`config.mk`:
```
export PLATFORM = sky130hd
export DESIGN_NAME = iotdf_stream_tx
export DESIGN_NICKNAME = d
export VERILOG_FILES = /design/src/rtl/iotdf_stream_tx_pkg.sv /design/src/rtl/iotdf_stream_tx_word_ser.sv /design/src/rtl/iotdf_stream_tx.sv
export SDC_FILE = /design/constraint.sdc
export NUM_CORES = 1
export LEC_CHECK = 0
export CAP_MARGIN = 10
export CORE_MARGIN = 1.5
export CORE_UTILIZATION = 50
export CTS_BUF_LIST = sky130_fd_sc_hd__clkbuf_4 sky130_fd_sc_hd__clkbuf_8
export DETAILED_ROUTE_END_ITERATION = 6
export GPL_TIMING_DRIVEN = 0
export PLACE_DENSITY = 0.68
export SLEW_MARGIN = 40
export SYNTH_ARGS = -nofsm -noshare
export SYNTH_HDL_FRONTEND = slang
export SYNTH_SLANG_ARGS = --single-unit
```
`constraint.sdc`:
```
create_clock -name clk_i -period 7 [get_ports clk_i]
set_input_delay 1.4 -clock clk_i [delete_from_list [all_inputs] [get_ports clk_i]]
set_output_delay 1.4 -clock clk_i [all_outputs]
set_load 0.005 [all_outputs]
```
`src/rtl/iotdf_stream_tx_pkg.sv`:
```
// iotdf_stream_tx_pkg: filter function codes, word geometry and feeder FSM states
package iotdf_stream_tx_pkg;
    typedef enum logic [2:0] {
        FN_NONE    = 3'd0,
        FN_MAX     = 3'd1,
        FN_MIN     = 3'd2,
        FN_AVG     = 3'd3,
        FN_EXTRACT = 3'd4,
        FN_EXCLUDE = 3'd5,
        FN_PMAX    = 3'd6,
        FN_PMIN    = 3'd7
    } fn_e;
    localparam int BYTES_PER_WORD = 16;
    localparam int WORD_W = 128;
    localparam int BYTE_W = 8;
    localparam int BCNT_W = $clog2(BYTES_PER_WORD);
    typedef logic [WORD_W-1:0] word_t;
    typedef logic [BYTE_W-1:0] byte_t;
    typedef enum logic [1:0] {ST_IDLE, ST_SEND, ST_DONE} state_e;
    function automatic byte_t top_byte(input word_t w);
        return w[WORD_W-1 -: BYTE_W];
    endfunction
endpackage

```
`src/rtl/iotdf_stream_tx_word_ser.sv`:
```
// iot_word_ser: word shifter with one-deep holding register, emits one byte per free cycle
module iot_word_ser
    import iotdf_stream_tx_pkg::*;
(
    input  logic  clk_i,
    input  logic  rst_ni,
    input  logic  en_i,
    input  logic  busy_i,
    input  logic  load_i,
    input  word_t load_data_i,
    output logic  hold_full_o,
    output logic  last_o,
    output logic  in_en_o,
    output byte_t byte_o
);
    word_t             sh_q, sh_d, hold_q, hold_d, src;
    logic              sh_vld_q, sh_vld_d, hold_vld_q, hold_vld_d;
    logic              in_en_q, in_en_d, go, avail, take;
    logic [BCNT_W-1:0] cnt_q, cnt_d;
    byte_t             byte_q, byte_d;

    assign hold_full_o = hold_vld_q;
    assign in_en_o     = in_en_q;
    assign byte_o      = byte_q;

    // Next word comes from holding if full, else straight from the upstream transfer
    always_comb begin
        go         = en_i & ~busy_i;
        avail      = hold_vld_q | load_i;
        src        = hold_vld_q ? hold_q : load_data_i;
        last_o     = go & sh_vld_q & (cnt_q == BCNT_W'(BYTES_PER_WORD - 1));
        take       = go & avail & (~sh_vld_q | last_o);
        sh_d       = sh_q;
        sh_vld_d   = sh_vld_q;
        cnt_d      = cnt_q;
        in_en_d    = 1'b0;
        byte_d     = byte_q;
        hold_d     = hold_q;
        hold_vld_d = hold_vld_q & ~take;
        if (go && sh_vld_q) begin
            in_en_d  = 1'b1;
            byte_d   = top_byte(sh_q);
            sh_d     = last_o ? src : sh_q << BYTE_W;
            sh_vld_d = ~last_o | avail;
            cnt_d    = cnt_q + BCNT_W'(1);
        end else if (take) begin
            in_en_d  = 1'b1;
            byte_d   = top_byte(src);
            sh_d     = src << BYTE_W;
            sh_vld_d = 1'b1;
            cnt_d    = BCNT_W'(1);
        end
        if (load_i && !(take && !hold_vld_q)) begin
            hold_d     = load_data_i;
            hold_vld_d = 1'b1;
        end
    end

    // Buffer and output byte registers
    always_ff @(posedge clk_i) begin
        if (!rst_ni) begin
            sh_q       <= '0;
            hold_q     <= '0;
            sh_vld_q   <= 1'b0;
            hold_vld_q <= 1'b0;
            cnt_q      <= '0;
            in_en_q    <= 1'b0;
            byte_q     <= '0;
        end else begin
            sh_q       <= sh_d;
            hold_q     <= hold_d;
            sh_vld_q   <= sh_vld_d;
            hold_vld_q <= hold_vld_d;
            cnt_q      <= cnt_d;
            in_en_q    <= in_en_d;
            byte_q     <= byte_d;
        end
    end
endmodule

```
`src/rtl/iotdf_stream_tx.sv`:
```
// iotdf_stream_tx: streams a configured number of 128-bit words to the filter byte interface
module iotdf_stream_tx
    import iotdf_stream_tx_pkg::*;
#(
    parameter int WCNT_W = 8
) (
    input  logic              clk_i,
    input  logic              rst_ni,
    input  logic              start_i,
    input  logic [2:0]        cfg_fn_i,
    input  logic [WCNT_W-1:0] cfg_words_i,
    input  logic              word_valid_i,
    input  logic [127:0]      word_data_i,
    output logic              word_ready_o,
    input  logic              busy_i,
    output logic              in_en_o,
    output logic [7:0]        iot_in_o,
    output logic [2:0]        fn_sel_o,
    output logic              active_o,
    output logic              done_o
);
    state_e            state_q;
    logic [WCNT_W-1:0] words_q, acc_q, sent_q;
    logic [2:0]        fn_q;
    logic              active_q, done_q, hold_full, ser_last, xfer;

    assign word_ready_o = (state_q == ST_SEND) && !hold_full && (acc_q < words_q);
    assign xfer         = word_valid_i & word_ready_o;
    assign fn_sel_o     = fn_q;
    assign active_o     = active_q;
    assign done_o       = done_q;

    iot_word_ser u_ser (
        .clk_i       (clk_i),
        .rst_ni      (rst_ni),
        .en_i        (state_q == ST_SEND),
        .busy_i      (busy_i),
        .load_i      (xfer),
        .load_data_i (word_data_i),
        .hold_full_o (hold_full),
        .last_o      (ser_last),
        .in_en_o     (in_en_o),
        .byte_o      (iot_in_o)
    );

    // Stream FSM; DONE is entered the cycle after the last byte is on the bus
    always_ff @(posedge clk_i) begin
        if (!rst_ni) begin
            state_q  <= ST_IDLE;
            words_q  <= '0;
            acc_q    <= '0;
            sent_q   <= '0;
            fn_q     <= '0;
            active_q <= 1'b0;
            done_q   <= 1'b0;
        end else begin
            done_q <= 1'b0;
            acc_q  <= acc_q + WCNT_W'(xfer);
            sent_q <= sent_q + WCNT_W'(ser_last);
            case (state_q)
                ST_IDLE: if (start_i) begin
                    words_q  <= cfg_words_i;
                    fn_q     <= cfg_fn_i;
                    acc_q    <= '0;
                    sent_q   <= '0;
                    active_q <= 1'b1;
                    state_q  <= (cfg_words_i == '0) ? ST_DONE : ST_SEND;
                    done_q   <= (cfg_words_i == '0);
                end
                ST_SEND: if (sent_q == words_q) begin
                    state_q <= ST_DONE;
                    done_q  <= 1'b1;
                end
                default: begin
                    state_q  <= ST_IDLE;
                    active_q <= 1'b0;
                end
            endcase
        end
    end
endmodule
```
==> run_results.csv, run 1 <==
group,metric,value,unit
status,status,"completed",
floorplanning,coreArea,0.03083,mm²
global_routing,globalRouteTotalUtil,0.3514,
yosys,async_reset_ff_frac,0,
final_layout,fill_cells,2814,
placement,dpl-instance-area,0.01788,mm²
yosys,syn_area_per_cell,8.498,µm²
critical_path,crit_start,"busy_i",
cts,clock_latency,610,ps
routing,post_drt_wl_per_cell,23.53,µm
yosys,synthDistinctLibCells,49,
final_layout,drive_gt1_frac,0.1487,
hold_path,min_path_type,"flip-flop to flip-flop",
pwr,power_density,225.8,mW/mm²
hold_path,hold_start,"active_o",
cts,numCtsBuffers,51,
final_layout,syn_to_final_growth,20.08,%
critical_path,critPathKind,"input port to flip-flop",
timing,rsz0062_at_grt,"no",
floorplanning,ioPinCount,159,
yosys,synth_top_cell_by_area,"dfxtp_1",
timing,setup_viol,0,
job,maxCapViolations,0,
global_routing,grt_pass1_wl,89560,µm
routing,ant_nets,0,
timing,slew_violations,0,
critical_path,cp_max_fo,10,
final_layout,diodes,0,
routing,vias,16050,
timing,fin_crit,4229,ps
routing,via_per_inst,6.419,
cts,cts_tree,"done",
timing,relSlewSlack,0.4113,
floorplanning,die_h,180.7,µm
critical_path,r2r-start,"u_ser.cnt_q[0]",
critical_path,start_kind,"input port",
floorplanning,die_width,180.7,µm
timing,max_freq,0.2365,GHz
routing,first_pass_iters,6,
yosys,ys_seq_elements,302,
floorplanning,initial_core_util,0.5122,
yosys,syn_area,0.01579,mm²
yosys,synth_nets,2014,
routing,wl,58850,µm
final_layout,fin_area,0.01896,mm²
cts,cts.sinks,302,
final_layout,final_nets,2225,
placement,gp_congestion,0.9538,
pwr,ir_drop,138.7,µV
floorplanning,die_area,0.03266,mm²
cts,clock-root-buffer,"clkbuf_8",
routing,drc,0,
global_routing,antenna_found_initial,0,
cts,post_cts_buffers,0,
placement,dpl.hpwl,41590,µm
critical_path,worst-endpoint-arrival,4710,ps
global_routing,grt_max_degree,14,
global_routing,grt_pass1_vias,15380,
cts,post_cts_resized,0,
pwr,power.leakage,6.382,nW
yosys,ys.flop_type,"dfxtp_1",
cts,clkSlewWorstSetupHoldPaths,60,ps
global_routing,overflow,0,
timing,hold_violations,0,
routing,drt-initial-drc-count,1793,
critical_path,crit_required,7480,ps
timing,skew,32.61,ps
yosys,synth-seq-area-share,0.3829,
timing,setup-tns-final,0,ps
timing,worstMarginPinSlew,883.1,ps
placement,portBuffers,158,
final_layout,multiInputGateArea,0.008842,mm²
yosys,synth_area_leaders,"dfxtp_1 (38%), o211ai_1 (6.7%), o221a_2 (5.9%)",
cts,clk_path_buf_depth,3,
cts,htree_levels,2,
floorplanning,rows,64,
critical_path,critPathCaptureType,"flip-flop",
yosys,syn_inst,1858,
yosys,synth_edf_count,0,
yosys,ys_warn_count,0,
cts,hold_buffers,0,
timing,final.period_utilization,0.6041,
yosys,synth_top_cell_area_share,0.3829,
final_layout,register_area,0.006046,mm²
registers in the layout, indices dropped and copies added (netlist names), 3 cells and up:
register / flops
u_ser.hold_q: 128
u_ser.sh_q: 128
acc_q: 8
sent_q: 8
u_ser.byte_o: 8
words_q: 8
u_ser.cnt_q: 4
fn_sel_o: 3
cell type report:
type                       count  area share
multi-input combinational   1339      0.4663
tap                          396     0.02613
sequential                   302      0.3189
clock inverter                 4    0.001386
inverter                      11    0.002178
buffer                       206     0.04593
timing repair buffer         158     0.08341
clock buffer                  85     0.05576
cells by family (layout without fill, tap and decap cells):
group	count (synthesis)	after routing	synth area share
AO/OA/AOI/OAI	634	634	0.2949
AND/OR/NAND/NOR	542	542	0.1558
flip-flops	302	302	0.3829
buffers and inverters	217	464	0.05753
multiplexers	131	131	0.08835
XOR/XNOR	20	20	0.01109
adder cells (fa/ha/maj)	12	12	0.009508
stage by stage:
stage               instances  utilization  hold slack [ps]  setup WS [ps]  power (mW)
global placement         2412       0.5795            437.1           2102       2.578
global route             2501       0.6150            491.1           2593       4.405
detailed placement       2412       0.5799            455.7           2242       2.586
floorplan                1858            -            442.1           3720       2.263
CTS                      2501       0.6150            465.2           2853       4.255
finish                   2501       0.6150            460.7           2771       4.282
per-layer routing:
layer	part of all wire	vias to the layer above	GRT usage
li1	-	7276	-
met1	0.42	7724	0.4722
met2	0.43	872	0.5410
met3	0.093	180	0.06430
met4	0.050	2	0.1724
met5	0.0014	-	0.01778
final timing paths:
path / end / slack (ps) / cells past startpoint
worst max register to register: sent_q[4] / 3020 / 12
worst min-delay path: active_o / 460 / 2
worst min register to register: active_o / 460 / 2
worst max-delay path: sent_q[4] / 2770 / 12
where the power goes:
| part | internal [mW] | leakage, nW | switching (mW) |
|---|---|---|---|
| Clock | 0.945 | 0.577 | 0.764 |
| Combinational | 0.277 | 3.36 | 0.470 |
| Sequential | 1.79 | 2.44 | 0.0374 |
| Total | 3.01 | 6.38 | 1.27 |
synthesized netlist by cell type, types with 2 or more instances:
cell type	number
a21boi_1	14
buf_2	60
a21oi_1	12
and3_1	6
ha_1	12
inv_1	10
o2111ai_1	7
nand2_1	187
mux2_2	67
buf_1	18
xnor2_1	12
dfxtp_1	302
a211oi_1	23
o311ai_0	32
nor3b_1	2
o211ai_1	141
a21boi_0	115
o21ai_1	2
or3_1	11
nand3_1	147
a32o_1	6
a21o_1	2
clkbuf_1	123
o221a_2	83
nor2b_1	14
nor2_1	113
nor3_1	15
o21ai_0	182
nand2b_1	29
mux2i_1	64
o22ai_1	4
or4_1	2
a22o_1	4
and2_1	10
buf_4	5
nand4_1	2
xor2_1	8
worst max-delay path, stage by stage:
cell             delay [ps]
clkdlybuf4s50_1         470
nor3b_4                 610
nand2_1                 180
buf_2                   280
clkbuf_1                350
clkbuf_1                350
nor2_1                  260
ha_1                    260
ha_1                    230
nand3_1                 110
xor2_1                  150
nor2_1                   50
cell usage in the layout, fill, tap and decap left out, drive strengths merged, types with 6 or more instances in the layout:
| cell | instances |
|---|---|
| nor2b | 14 |
| o311ai | 32 |
| clkbuf | 208 |
| clkdlybuf4s50 | 158 |
| dfxtp | 302 |
| buf | 83 |
| xnor2 | 12 |
| nand2b | 29 |
| nor3 | 15 |
| and3 | 6 |
| nor2 | 114 |
| mux2i | 64 |
| a21boi | 129 |
| xor2 | 8 |
| a32o | 6 |
| or3 | 11 |
| nand2 | 187 |
| o221a | 83 |
| inv | 12 |
| nand3 | 147 |
| ha | 12 |
| o211ai | 141 |
| a21oi | 14 |
| and2 | 10 |
| o2111ai | 7 |
| o21ai | 184 |
| a211oi | 23 |
| mux2 | 67 |
Power figures use the tool's default switching activity.
==> run 2: changes to the inputs <==
==> constraint.sdc (replaced) <==
create_clock -name clk_i -period 4.3 [get_ports clk_i]
set_input_delay 0.86 -clock clk_i [delete_from_list [all_inputs] [get_ports clk_i]]
set_output_delay 0.86 -clock clk_i [all_outputs]
set_load 0.005 [all_outputs]
==> results of run 2 <==
Same layout as run 1 (identical final DEF). Status: completed.
Among the figures that moved: setup slack after placement 2242 ps -> 81.95 ps; clock-pin slew on the worst setup and hold paths 60 ps -> 70 ps; setup slack after layout 2771 ps -> 316.0 ps; start point of the critical path busy_i -> u_ser.cnt_q[0]; register-to-register setup slack 3020 ps -> 320 ps; total power 4.282 mW -> 6.971 mW; worst IR drop on VDD 138.7 µV -> 225.8 µV
